$ cat config.mk
export PLATFORM = sky130hd
export DESIGN_NAME = bridge_initiator
export DESIGN_NICKNAME = d
export VERILOG_FILES = /design/src/rtl/bridge_initiator.sv
export SDC_FILE = /design/constraint.sdc
export NUM_CORES = 1
export LEC_CHECK = 0
export ABC_AREA = 1
export CAP_MARGIN = 20
export CORE_MARGIN = 3
export CORE_UTILIZATION = 40
export DETAILED_ROUTE_END_ITERATION = 10
export PLACE_DENSITY_LB_ADDON = 0.08
export SYNTH_ARGS = -nofsm -noshare
export SYNTH_HDL_FRONTEND = slang
export SYNTH_SLANG_ARGS = --single-unit
$ cat constraint.sdc
create_clock -name clk -period 1.3 [get_ports clk]
set_input_delay 0.325 -clock clk [delete_from_list [all_inputs] [get_ports clk]]
set_output_delay 0.325 -clock clk [all_outputs]
set_load 0.02 [all_outputs]
$ cat src/rtl/bridge_initiator.sv
// Host-side initiator for the bridge operand interface: takes commands over a valid/ready
// port, drives OPT/RGA/RGB, samples RGZ after a fixed settle time and returns it.
module bridge_initiator #(
  parameter int         WIDTH    = 8,
  parameter int         OPW      = 8,
  parameter int         WAIT_CYC = 2,
  parameter logic [1:0] UNLOCK   = 2'b01
) (
  input  logic             clk,
  input  logic             rst,
  input  logic             ena,
  input  logic [1:0]       key,
  input  logic             req_vld,
  output logic             req_rdy,
  input  logic [OPW-1:0]   req_opt,
  input  logic [WIDTH-1:0] req_a,
  input  logic [WIDTH-1:0] req_b,
  output logic [OPW-1:0]   opt,
  output logic [WIDTH-1:0] rga,
  output logic [WIDTH-1:0] rgb,
  input  logic [WIDTH-1:0] rgz,
  output logic             rsp_vld,
  input  logic             rsp_rdy,
  output logic [WIDTH-1:0] rsp_z,
  output logic             rsp_err,
  output logic [7:0]       txn_cnt,
  output logic [1:0]       state_dbg
);

  // Handshakes: a transfer happens on a rising edge where valid and ready are both high.
  // req_rdy depends only on registered state and ena; rsp_vld/rsp_z/rsp_err are held
  // stable from assertion until the edge that completes the transfer.

  typedef enum logic [1:0] {
    S_IDLE = 2'd0,
    S_WAIT = 2'd1,
    S_RESP = 2'd2
  } state_t;

  localparam logic [3:0] WAIT_INIT = 4'(WAIT_CYC);

  state_t     state, state_nx;
  logic [3:0] cnt;
  logic       prot_op;
  logic       accept;
  logic       accept_ok;
  logic       accept_err;
  logic       wait_done;
  logic       rsp_done;

  always_ff @(posedge clk) begin
    if (rst) state <= S_IDLE;
    else     state <= state_nx;
  end

  always_comb begin
    state_nx = state;
    case (state)
      S_IDLE: if (accept_ok) state_nx = S_WAIT;
              else if (accept_err) state_nx = S_RESP;
      S_WAIT: if (wait_done) state_nx = S_RESP;
      S_RESP: if (rsp_done) state_nx = S_IDLE;
      default: state_nx = S_IDLE;
    endcase
  end

  always_comb begin
    req_rdy    = (state == S_IDLE) && ena;
    accept     = req_rdy && req_vld;
    prot_op    = req_opt[OPW-1];
    accept_ok  = accept && (!prot_op || (key == UNLOCK));
    accept_err = accept && prot_op && (key != UNLOCK);
    wait_done  = (state == S_WAIT) && (cnt == 4'd1);
    rsp_done   = (state == S_RESP) && rsp_vld && rsp_rdy;
    state_dbg  = state;
  end

  always_ff @(posedge clk) begin
    if (rst) begin
      opt     <= '0;
      rga     <= '0;
      rgb     <= '0;
      cnt     <= '0;
      rsp_vld <= 1'b0;
      rsp_z   <= '0;
      rsp_err <= 1'b0;
      txn_cnt <= '0;
    end else begin
      if (accept_ok) begin
        opt <= req_opt;
        rga <= req_a;
        rgb <= req_b;
        cnt <= WAIT_INIT;
      end
      // Rejected protected opcodes never touch the bridge bus.
      if (accept_err) begin
        rsp_z   <= '0;
        rsp_err <= 1'b1;
        rsp_vld <= 1'b1;
      end
      if (state == S_WAIT) begin
        if (wait_done) begin
          rsp_z   <= rgz;
          rsp_err <= 1'b0;
          rsp_vld <= 1'b1;
          cnt     <= '0;
        end else begin
          cnt <= cnt - 4'd1;
        end
      end
      if (rsp_done) begin
        rsp_vld <= 1'b0;
        rsp_err <= 1'b0;
        opt     <= '0;
        txn_cnt <= txn_cnt + 8'd1;
      end
    end
  end

endmodule

# Yosys cells after proc, flatten, opt, wreduce, memory -nomap -nowiden
# Index checks and enable logic that the tools add are counted.
[totals] register_bits=48 inputBits=39 out_inout_bits=45 word_cells=50
[op_classes] addsub=2 n_eq_ne=8 mux=17 reduce_logical=14
[ops] cell="$mux W8" count=3
[ops] cell="$mux W4" count=3
[ops] cell="$add A8 B1 Y8 const B" count=1
[ops] cell="$logic_and A1 B1 Y1" count=8
[ops] cell="$mux W2" count=4
[ops] cell="$mux W1" count=6
[ops] cell="$pmux W2 S3" count=1
[ops] cell="$eq A2 B1 Y1 const B" count=2
[ops] cell="$eq A4 B1 Y1 const B" count=1
[ops] cell="$ne A2 B2 Y1 const B" count=2
[ops] cell="$sub A4 B1 Y4 const B" count=1
[ops] cell="$ne A3 B3 Y1 const B" count=1
[ops] cell="$reduce_and A3 Y1" count=1
[ops] cell="$eq A2 B2 Y1 const B" count=1
[ops] cell="$logic_not A2 Y1" count=1
[ops] cell="$ne A2 B1 Y1 const B" count=1
[ops] cell="$reduce_bool A2 Y1" count=1
[ops] cell="$reduce_or A2 Y1" count=1
[ops] cell="$logic_not A1 Y1" count=1
[ops] cell="$logic_or A1 B1 Y1" count=1

# Longest topological paths before layout
# Gate-level depths: netlist of run 1.
[depth] depth_word=8 ltp_mapped=8 ltp_nobuf=8

# Least setup slack after synthesis of run 1
# No wires, ideal clock.
[synth_path] kind="register to register" startpoint="register state[1], in the netlist state_dbg[1]" endpoint="register rga[0]" setup_ps=116 arrival_time_ps=1207 required_ps=1184 path_slack_ps=-22 path_stages_with_launch=9 path_buffers=2 period_less_slack_ps=1322 path_cell_list="dfxtp_1 > inv_2 > nand2_2 > nor2_4 > nand3_2 > buf_6 > buf_6 > nor2_1 > nor2_1"
[synth_between] elab_chain_len=4
[synth_lines] item="start: declaration" line="42" rtl="state_t state, state_nx;"
[synth_lines] item="start signal: assignment" line="53" rtl="else state <= state_nx;"
[synth_lines] item="$logic_not A2 Y1" line="68" rtl="req_rdy = (state == S_IDLE) && ena;"
[synth_lines] item="$logic_and A1 B1 Y1" line="68"
[synth_lines] item="named net req_rdy" line="14" rtl="output logic req_rdy,"
[synth_lines] item="$logic_and A1 B1 Y1" line="69" rtl="accept = req_rdy && req_vld;"
[synth_lines] item="$logic_and A1 B1 Y1" line="71" rtl="accept_ok = accept && (!prot_op || (key == UNLOCK));"
[synth_lines] item="end signal: assignment" line="91" rtl="rga <= req_a;"
[synth_lines] item="end: declaration" line="19" rtl="output logic [WIDTH-1:0] rga,"
# The timed path passes the listed nets, and every way through them passes these cells.
# A chain may end at the register's enable or synchronous reset.

# Worst setup path in the final report of run 1
[layout_path] startpoint="register state[1], in the netlist state_dbg[1]" endpoint="output req_rdy"
[layout_between] elab_chain_len=2
[layout_lines] item="$logic_not A2 Y1" line="68"
[layout_lines] item="$logic_and A1 B1 Y1" line="68"
[layout_lines] item="end: declaration" line="14"
# No other way between the ends.

==> results.md, run 1 <==
- Worst Path Arrival: 990 ps
- Main area contributors after synthesis: dfxtp_1, nor2_1, o21ai_0, nand2_1, inv_1
- Pin count of the biggest net entering global routing: 25
- Total grt overflow: 0
- Post-synthesis simple-gate area fraction: a little over a quarter
- Yosys warning total: 0
- DRC viols: 0
- Slew HR: 73.83%
- PortBufs: 83
- Fin crit period: 1311 ps
- Cell Area, Synth: 1992 µm²
- Fmax: roughly 0.76 GHz
- Sequential Area: 964.7 µm²
- Commonest cells after routing, fill and taps aside: nor2_1, dfxtp_1, clkdlybuf4s50_1
- GRT Resource Usage Total: 17.56%
- HPWL Detailed: ~3700 µm
- Layout area overhead: 54.27%
- WS Path Type: reg -> out
- Worst setup SP type: register
- Avg Inst Size Synth: 7.574 µm²
- Max-Cap Viols: 0
- Crit. End Element: output pin
- Reg clk slew, reported paths: 90 ps
- Layout cell share with drive strength beyond 1: around 28%
- Top cell type by total area after synthesis: dfxtp_1
- CTS Buf Count: 5
- CP required: slightly below 1000 ps
- Nets: 412
- Largest family of logic cells by synthesized area: simple AND/OR/NAND/NOR gates
- Routed length per placed instance: 12.25 µm
- Clk buf depth: 2
- Asr flop ratio synth: 0%
- GPL Wtd Cong: 0.7771
- Number of clock sinks: 48
- Initial Util: 41.89%
- Synth Area in Compound Gates: 15.14%
- Antenna diodes: 0
- Die Y: 76.57 µm
- Worst Clk Skew: 6.506 ps
- Status: finished, violations left
- Slowest cell on crit path: dfxtp_2
- Logic pwr share: 24.9%
- Pwr per Cell Area: 1090 nW/µm²
- Chip width: 76.57 µm
- Max-slew violations: 0
- CTS root buffer: clkbuf_8
- Multi-input gate area: just over 900 µm²
- Worst path cell trace: inv_2, nand2_2, nor2_4, buf_6
- Crit-path max cell delay: 340 ps
- RSZ-0062 raised after global routing: true
- Post-Synth XOR/XNOR Area: 0%
- Synth Instances: 263
- Global-route wire length before repair: 8362 µm
- Initial antenna violation count: 0
- Commonest non-fill, non-tap cell in the layout: nor2_1
- Vias: 2018
- CORE AREA: around 4800 µm²
- Failing checks: negative setup slack
- Netlist cell types: 23
- Detailed-route wire length: between 5000 and 6000 µm
- 1st-pass router iterations: 4
- Fill cell count: 445
- Final Cell Area: slightly above 3000 µm²
- Final setup vio count: 1
- Row count: 25
- Remaining antenna violation count: 0
- Post-synth EDFFs: 0
- Sequential fraction of the synthesis area: between 40% and 50%
- Worst hold-check path type: reg -> reg
- Fin util: between 60% and 70%
- Placed Area: 3025 µm²
- Routed vias/inst: 4.607
- Vias in the first global route: 1956
- TritonCTS clock tree: built
- Area share of the largest cell type after synthesis: approximately half
- P_sw: 1.020 mW
- Sw Ratio: between 30% and 40%
- Crit Path Max Fanout: 2
- Pre-CTS setup slack: -596.4 ps
- Reg power frac: about half
- Synthesized net count: 305
- Slew of the pin with the lowest slew margin: between 300 and 400 ps
- P_leak: 1.376 nW
- Max VDD drop: 788.3 µV
- PnR worst setup slack: -11.19 ps
- Main synth FF type: dfxtp_1
- Worst skew pair latency: 300 ps
- Final worst-path cycle share: 100.9%
- Yosys reg bits: 48
- H-tree depth: 2
- Final hold vios: 0
- Adder-cell share of the synthesized area: 1.884%
- Iteration-0 DRC Markers: 83
- Clock Power Share: 26.7%
- Mux contribution to synthesized area: 0%
- Io pins: 84
- Internal power: 2.329 mW
- Full die area: around 5900 µm²
[synthesized netlist by cell type, types with 3 or more instances]
cell,instances
a21oi_1,17
buf_6,4
clkbuf_1,3
dfxtp_1,48
ha_1,3
inv_1,24
inv_2,4
nand2_1,33
nand2_2,3
nand3_1,10
nand3_2,3
nand4_1,5
nor2_1,58
nor2_4,3
o21ai_0,36
[layer usage]
metal / global-route usage [%] / vias to the layer above / part of all wire [%]
li1: - / 1060 / -
met1: 18.35 / 892 / 41
met2: 33.13 / 58 / 50
met3: 5.910 / 8 / 6.6
met4: 4.891 / 0 / 2.1
met5: 0 / - / 0
[cell type report]
| cell class | count | area share (%) |
|---|---|---|
| Clock buffer | 5 | 2.239 |
| Tap cell | 67 | 2.728 |
| Timing Repair Buffer | 107 | 29.07 |
| Inverter | 28 | 3.502 |
| Clock inverter | 3 | 0.7736 |
| Multi-Input combinational cell | 180 | 30.29 |
| Sequential cell | 48 | 31.39 |
[stage by stage]
step / total power [mW] / hold WS, ps / cells / setup TNS, ps
finish: 3.350 / 447.2 / 438 / -11.19
global placement: 2.452 / 431.0 / 427 / -13480
floorplan: 2.047 / 380.1 / 263 / 0
detailed placement: 2.464 / 434.1 / 427 / -14320
CTS: 3.340 / 447.5 / 435 / -128.0
global route: 3.542 / 485.1 / 438 / -463.1
[power by group through the flow]
stage | Combinational, mW | Clock [mW] | Sequential (mW)
CTS | 0.799 | 0.929 | 1.61
global route | 0.903 | 1.01 | 1.63
detailed placement | 0.820 | 0 | 1.64
global placement | 0.810 | 0 | 1.64
finish | 0.833 | 0.895 | 1.62
floorplan | 0.299 | 0 | 1.75
[final timing paths]
kind | startpoint | to | slack (ps) | depth (start not counted)
setup reg to reg | state_dbg[0]$_SDFFE_PP0P_ | rga[2]$_SDFFE_PP0P_ | 50 | 7
hold / removal | rsp_err$_SDFF_PP0_ | rsp_err$_SDFF_PP0_ | 450 | 2
setup / recovery | state_dbg[1]$_SDFFE_PP0P_ | req_rdy | -10 | 4
hold reg to reg | rsp_err$_SDFF_PP0_ | rsp_err$_SDFF_PP0_ | 450 | 2
[worst max-delay path, delay by kind of cell (launching register included)]
kind / cells / cell delay [ps]
DFF: 1 / 340
buffers and inverters: 2 / 180
and+or+nand+nor: 2 / 160
[repair_timing]
action | in CTS | in global routing
buffers inserted | 0 | 1
pin swaps | 0 | 6
endpoints found under the setup margin | 78 | 82
hold buffers | 0 | 0
cloned | 0 | 2
resized for setup | 101 | 82
[registers in the layout, summed over array words and instances, names as in the netlist]
name	count
rga	8
rsp_err	1
rsp_vld	1
cnt	4
rgb	8
state_dbg	2
opt	8
rsp_z	8
txn_cnt	8
[kinds of logic (layout without fill, tap and decap cells)]
family | Yosys count | in the layout
compound gates | 58 | 58
fa+ha+maj | 3 | 3
buf+inv | 37 | 143
flops | 48 | 48
simple gates | 117 | 119
Power figures use the tool's default switching activity.
==> run 2, diff against run 1 <==
- RECOVER_POWER: unset -> 50
==> results.md, run 2 (synthesis gave the netlist of run 1 again) <==
- Clock Power Share: 26.8% (was 26.7%)
- P_sw: 1.020 mW (about the same)
- HPWL Detailed: 3731 µm (unchanged)
- Io pins: 84 (unchanged)
- Clk buf depth: 2 (unchanged)
- Max-Cap Viols: 0 (unchanged)
- Fmax: 0.7622 GHz (was 0.7627 GHz)
- Fin crit period: 1312 ps (was 1311 ps)
- Worst setup SP type: register (unchanged)
- Commonest non-fill, non-tap cell in the layout: nor2_1 (unchanged)
- Pwr per Cell Area: 1097 nW/µm² (was 1090 nW/µm²)
- Routed length per placed instance: 12.31 µm (was 12.25 µm)
- Worst hold-check path type: reg -> reg (unchanged)
- Layout area overhead: 52.76% (was 54.27%)
- TritonCTS clock tree: built (unchanged)
- Pre-CTS setup slack: -596.4 ps (unchanged)
- Worst Path Arrival: 990 ps (about the same)
- Crit Path Max Fanout: 2 (unchanged)
- WS Path Type: reg -> out (unchanged)
- CTS Buf Count: 5 (unchanged)
- Layout cell share with drive strength beyond 1: 21.29% (was 27.76%)
- RSZ-0062 raised after global routing: true (unchanged)
- Full die area: 5862 µm² (unchanged)
- Slew HR: 73.68% (was 73.83%)
- Number of clock sinks: 48 (unchanged)
- PnR worst setup slack: -11.93 ps (was -11.19 ps)
- Final setup vio count: 1 (unchanged)
- Internal power: 2.319 mW (was 2.329 mW)
- GPL Wtd Cong: 0.7771 (unchanged)
- Failing checks: negative setup slack (unchanged)
- Iteration-0 DRC Markers: 81 (was 83)
- Vias: 2019 (was 2018)
- P_leak: 1.294 nW (was 1.376 nW)
- Vias in the first global route: 1956 (unchanged)
- H-tree depth: 2 (unchanged)
- CTS root buffer: clkbuf_8 (unchanged)
- 1st-pass router iterations: 4 (unchanged)
- Routed vias/inst: 4.610 (was 4.607)
- M1 WL: 2250 µm (was 2223 µm)
- PortBufs: 83 (unchanged)
- CP required: 980 ps (about the same)
- Final hold vios: 0 (unchanged)
- Reg power frac: 48.5% (was 48.4%)
- Max-slew violations: 0 (unchanged)
- Initial antenna violation count: 0 (unchanged)
- Initial Util: 41.89% (unchanged)
- Total grt overflow: 0 (unchanged)
- Max VDD drop: 787.0 µV (was 788.3 µV)
- Final worst-path cycle share: 100.9% (about the same)
- CORE AREA: 4755 µm² (unchanged)
- Detailed-route wire length: 5393 µm (was 5364 µm)
- Worst skew pair latency: 300 ps (about the same)
- Crit. End Element: output pin (unchanged)
- Status: finished, violations left (unchanged)
- GRT Resource Usage Total: 17.56% (unchanged)
- DRC viols: 0 (unchanged)
- Global-route wire length before repair: 8362 µm (unchanged)
- Reg clk slew, reported paths: 90 ps (about the same)
- Met3 WL: 355 µm (was 356 µm)
- Chip width: 76.57 µm (unchanged)
- Pin count of the biggest net entering global routing: 25 (unchanged)
- Remaining antenna violation count: 0 (unchanged)
- Nets: 412 (unchanged)
- Row count: 25 (unchanged)
- Sw Ratio: 30.55% (was 30.46%)
- Post-route setup TNS: -11.93 ps (was -11.19 ps)
- Met2 routed WL: 2674 µm (was 2670 µm)
- Top layer in use: met4 (unchanged)
- Antenna diodes: 0 (unchanged)
- Logic pwr share: 24.7% (was 24.9%)
- Worst Clk Skew: 6.523 ps (was 6.506 ps)
- Die Y: 76.57 µm (unchanged)
- Slew of the pin with the lowest slew margin: 394.2 ps (was 391.9 ps)
- Commonest cells after routing, fill and taps aside: nor2_1, dfxtp_1, clkdlybuf4s50_1 (unchanged)
==> run 2: cell types whose count changed in the layout (fill, tap and decap cells not counted) <==
| cell | previous run | this run |
|---|---|---|
| clkbuf_1 | 0 | 24 |
| clkbuf_2 | 32 | 8 |
==> run 2: per-layer routing <==
layer  vias to the layer above  track usage (%)
li1                       1060                -
met1                       893            18.35
met2                        58            33.13
met3                         8            5.910
met4                         0            4.891
met5                         -                0
==> run 2: final timing paths <==
path	endpoint	slack, ps	startpoint	cells after the start
max reg2reg	opt[3]$_SDFFE_PP0P_	50	state_dbg[0]$_SDFFE_PP0P_	7
min	rsp_err$_SDFF_PP0_	450	rsp_err$_SDFF_PP0_	2
min reg2reg	rsp_err$_SDFF_PP0_	450	rsp_err$_SDFF_PP0_	2
max	req_rdy	-10	state_dbg[1]$_SDFFE_PP0P_	4
==> run 2: area by class of cell <==
| type | instances | area (µm²) |
|---|---|---|
| inverters | 28 | 107.6 |
| clock buffers | 5 | 68.82 |
| fillers | 460 | 1712 |
| well taps | 67 | 83.83 |
| flip-flops and latches | 48 | 964.7 |
| clock inverters | 3 | 23.77 |
| repair buffers | 107 | 863.3 |
| multi-input cells | 180 | 930.9 |
==> run 2: metrics by stage <==
step                      util [%]  instance area, µm²  hold WS [ps]  cells  power (mW)
after floorplan                  -                1994         380.1    263       2.047
after global placement       63.63                3025         431.0    427       2.452
after detailed placement     63.63                3025         434.1    427       2.464
after CTS                    65.84                3131         447.5    435       3.340
after global routing         64.00                3043         484.5    438       3.532
final                        64.00                3043         447.0    438       3.339
==> run 2: repair_timing <==
| item | 4_1_cts | 5_1_grt |
|---|---|---|
| setup endpoints to repair | 78 | 82 |
| resized for setup | 101 | 82 |
| pin swaps | 0 | 6 |
| buffers inserted | 0 | 1 |
| hold buffers | 0 | 0 |
| gates cloned | 0 | 2 |
==> run 2: critical path, stage by stage (launching register included) <==
cell and delay, ps:
dfxtp_2 340, inv_2 60, nand2_2 70, nor2_4 90, buf_6 120
==> run 2: power by group through the flow <==
| stage | Combinational, mW | Sequential, mW | Clock, mW |
|---|---|---|---|
| 4_1_cts | 0.799 | 1.61 | 0.929 |
| 6_report | 0.823 | 1.62 | 0.895 |
| 2_1_floorplan | 0.299 | 1.75 | 0 |
| 5_1_grt | 0.893 | 1.63 | 1.01 |
| 3_5_place_dp | 0.820 | 1.64 | 0 |
| 3_3_place_gp | 0.810 | 1.64 | 0 |
==> run 3, diff against run 2 <==
- ABC_AREA: 1 -> unset
- ABC_CLOCK_PERIOD_IN_PS: unset -> 1300
==> results.md, run 3 <==
- Routed length per placed instance: 18.54 µm (was 12.31 µm)
- Post-synth EDFFs: 0 (unchanged)
- Status: finished, violations left (unchanged)
- Post-synthesis simple-gate area fraction: 26.01% (about the same)
- Count leader, synth: nand2_1 (was nor2_1)
- WS Path Type: reg -> reg (was reg -> out)
- Multi-input gate area: 1323 µm² (was 930.9 µm²)
- Vias in the first global route: 2142 (was 1956)
- Iteration-0 DRC Markers: 71 (was 81)
- Clk buf depth: 2 (unchanged)
- Avg Inst Size Synth: 9.116 µm² (was 7.574 µm²)
- Fill cell count: 263 (was 460)
- Yosys warning total: 0 (unchanged)
- Reg clk slew, reported paths: 80 ps (was 90 ps)
- Crit. End Element: register (was output pin)
- Failing checks: negative setup slack (unchanged)
- Main synth FF type: dfxtp_1 (unchanged)
- TritonCTS clock tree: built (unchanged)
- Mux contribution to synthesized area: 0% (unchanged)
- Number of clock sinks: 48 (unchanged)
- CP delay by family, top: simple AND/OR/NAND/NOR gates (was flip-flops)
- Crit path depth: 6 (was 4)
- CTS Buf Count: 5 (unchanged)
- Worst Clk Skew: 13.70 ps (was 6.523 ps)
- R2R cell count: 6 (was 7)
- CTS Hold Bufs: 0 (unchanged)
- Nets: 383 (was 412)
- CTS root buffer: clkbuf_8 (unchanged)
- Yosys reg bits: 48 (unchanged)
- Slew HR: 74.97% (was 73.68%)
- P_leak: 1.519 nW (was 1.294 nW)
- Asr flop ratio synth: 0% (unchanged)
- CP required: 1540 ps (was 980 ps)
- Final worst-path cycle share: 121.5% (was 100.9%)
- PortBufs: 83 (unchanged)
- Layout area overhead: 93.73% (was 52.76%)
- Routed vias/inst: 5.393 (was 4.610)
- Internal power: 2.629 mW (was 2.319 mW)
- Sequential fraction of the synthesis area: 50.20% (was 48.24%)
- Crit Path Max Fanout: 8 (was 2)
- HPWL Detailed: 3645 µm (was 3731 µm)
- Chip width: 75.18 µm (was 76.57 µm)
- Main area contributors after synthesis: dfxtp_1, nand2_1, a21oi_1, a22o_1, nor2_1 (was dfxtp_1, nor2_1, o21ai_0, nand2_1, inv_1)
- Clock Power Share: 33.1% (was 26.8%)
- Bufs and invs on worst path: 1 (was 2)
- Area share of the largest cell type after synthesis: 50.20% (was 48.24%)
- Initial Util: 42.79% (was 41.89%)
- Max-Cap Viols: 0 (unchanged)
- Cell Area, Synth: 1914 µm² (was 1992 µm²)
- Pre-CTS setup slack: -655.4 ps (was -596.4 ps)
- DRC viols: 0 (unchanged)
- Remaining antenna violation count: 0 (unchanged)
- Netlist cell types: 42 (was 23)
- Adder-cell share of the synthesized area: 1.961% (was 1.884%)
- Total grt overflow: 0 (unchanged)
- Pwr per Cell Area: 962.2 nW/µm² (was 1097 nW/µm²)
- Worst path cell trace: inv_2, ha_4, or2b_4, or3_4, nor2_8, a22o_1 (was inv_2, nand2_2, nor2_4, buf_6)
- Worst hold-check path type: in -> reg (was reg -> reg)
- Full die area: 5652 µm² (was 5862 µm²)
- Hold path cells: 4 (was 2)
- Logic pwr share: 22.9% (was 24.7%)
- Sequential Area: 970.9 µm² (was 964.7 µm²)
- Detailed-route wire length: 7306 µm (was 5393 µm)
- Synth top cells by count: nand2_1, dfxtp_1, a21oi_1, nor2_1, a22o_1 (was nor2_1, dfxtp_1, o21ai_0, nand2_1, inv_1)
- Worst skew pair latency: 310 ps (was 300 ps)
- Synth Instances: 210 (was 263)
- H-tree depth: 2 (unchanged)
- PnR worst setup slack: -279.8 ps (was -11.93 ps)
- RSZ-0062 raised after global routing: true (unchanged)
- Largest family of logic cells by synthesized area: simple AND/OR/NAND/NOR gates (unchanged)
- Worst setup SP type: register (unchanged)
- Reg power frac: 44.0% (was 48.5%)
- Layout cell share with drive strength beyond 1: 52.92% (was 21.29%)
- Commonest cells after routing, fill and taps aside: dfxtp_1, clkdlybuf4s50_1, buf_4 (was nor2_1, dfxtp_1, clkdlybuf4s50_1)
- Vias: 2125 (was 2019)
- 1st-pass router iterations: 4 (unchanged)
- Crit-path max cell delay: 380 ps (was 340 ps)
- Top cell type by total area after synthesis: dfxtp_1 (unchanged)
- Max VDD drop: 735.3 µV (was 787.0 µV)
- GRT Resource Usage Total: 24.27% (was 17.56%)
- P_sw: 939.0 µW (was 1.020 mW)
- Final hold vios: 0 (unchanged)
- Worst Path Arrival: 1820 ps (was 990 ps)
- CORE AREA: 4474 µm² (was 4755 µm²)
- Slowest cell on crit path: or3_4 (was dfxtp_2)
- GPL Wtd Cong: 0.8203 (was 0.7771)
- Max-slew violations: 0 (unchanged)
- Die Y: 75.18 µm (was 76.57 µm)
- Synth Area in Compound Gates: 15.03% (was 15.14%)
- Pin count of the biggest net entering global routing: 26 (was 25)
- Sw Ratio: 26.31% (was 30.55%)
- Antenna diodes: 0 (unchanged)
- Pwr Total: 3.568 mW (was 3.339 mW)
- Initial antenna violation count: 0 (unchanged)
- Synthesized net count: 252 (was 305)
- Slew of the pin with the lowest slew margin: 375.5 ps (was 394.2 ps)
- Fmax: 0.6330 GHz (was 0.7622 GHz)
- Final setup vio count: 45 (was 1)
- Commonest non-fill, non-tap cell in the layout: dfxtp_1 (was nor2_1)
- Fin crit period: 1580 ps (was 1312 ps)
- Row count: 24 (was 25)
- Global-route wire length before repair: 10340 µm (was 8362 µm)
- Io pins: 84 (unchanged)
- Post-Synth XOR/XNOR Area: 2.745% (was 0%)
run 3: cell types whose count changed in the layout (fill, tap and decap cells not counted), sizes merged, moves of 4 or more:
cell / before / now
nor2: 63 / 14
a21oi: 19 / 27
a22o: 0 / 8
nand2: 36 / 51
nand3: 14 / 4
buf: 27 / 61
inv: 28 / 2
clkbuf: 37 / 31
or3: 0 / 4
nor3: 0 / 6
o21ai: 37 / 2
run 3: logic make-up after synthesis:
| logic type | count (synthesis) |
|---|---|
| xor+xnor | 6 |
| flops | 48 |
| fa+ha+maj | 3 |
| compound gates | 44 |
| buf+inv | 13 |
| simple gates | 96 |
run 3: repair_timing:
item                                    CTS  global route
gates cloned                              4             0
endpoints found under the setup margin   88            80
pin swaps                                60            28
buffers inserted                          8             7
resized for setup                       205            77
run 3: final timing paths:
path	start	to	slack, ps
hold / removal	rsp_rdy	state_dbg[1]$_SDFFE_PP0P_	460
setup reg to reg	cnt[1]$_SDFFE_PP0P_	rsp_z[2]$_SDFF_PP0_	-280
setup / recovery	cnt[1]$_SDFFE_PP0P_	rsp_z[2]$_SDFF_PP0_	-280
hold reg to reg	rga[1]$_SDFFE_PP0P_	rga[1]$_SDFFE_PP0P_	480
run 3: metal layers:
metal | share of wire (%) | global-route usage, %
met5 | 0 | 0
met1 | 38 | 26.81
met3 | 4.6 | 4.673
met2 | 55 | 44.10
met4 | 3.0 | 12.04
run 3: per-stage QoR:
stage / setup TNS (ps) / instance area [µm²] / cells / util [%] / hold slack (ps)
final: -6757 / 3709 / 394 / 82.89 / 461.4
after global routing: -9355 / 3709 / 394 / 82.89 / 491.0
after CTS: -5514 / 3719 / 391 / 83.11 / 465.1
after detailed placement: -22180 / 3077 / 371 / 68.76 / 442.6
after global placement: -21390 / 3077 / 371 / 68.76 / 437.1
after floorplan: -1382 / 1939 / 210 / - / 461.0
run 3: worst reg2reg max path, stage by stage, from the launching register on:
cell and delay (ps):
dfxtp_2 330, inv_2 90, ha_4 140, or2b_4 290, or3_4 380, nor2_8 150
a22o_1 160
run 3: final cells by class:
| type | count | area share, % |
|---|---|---|
| clock buffer | 7 | 2.598 |
| clock inverter | 1 | 0.8097 |
| inverter | 2 | 0.2024 |
| multi-input combinational | 149 | 35.66 |
| sequential | 48 | 26.18 |
| tap | 52 | 1.754 |
| timing repair buffer | 135 | 32.79 |
run 3: power by group through the flow:
stage          registers (mW)  logic (mW)  clock network [mW]
2_1_floorplan            1.64       0.189                   0
3_3_place_gp             1.59       0.557                   0
3_5_place_dp             1.59       0.566                   0
4_1_cts                  1.56       0.732                1.20
5_1_grt                  1.57       0.858                1.24
6_report                 1.57       0.818                1.18
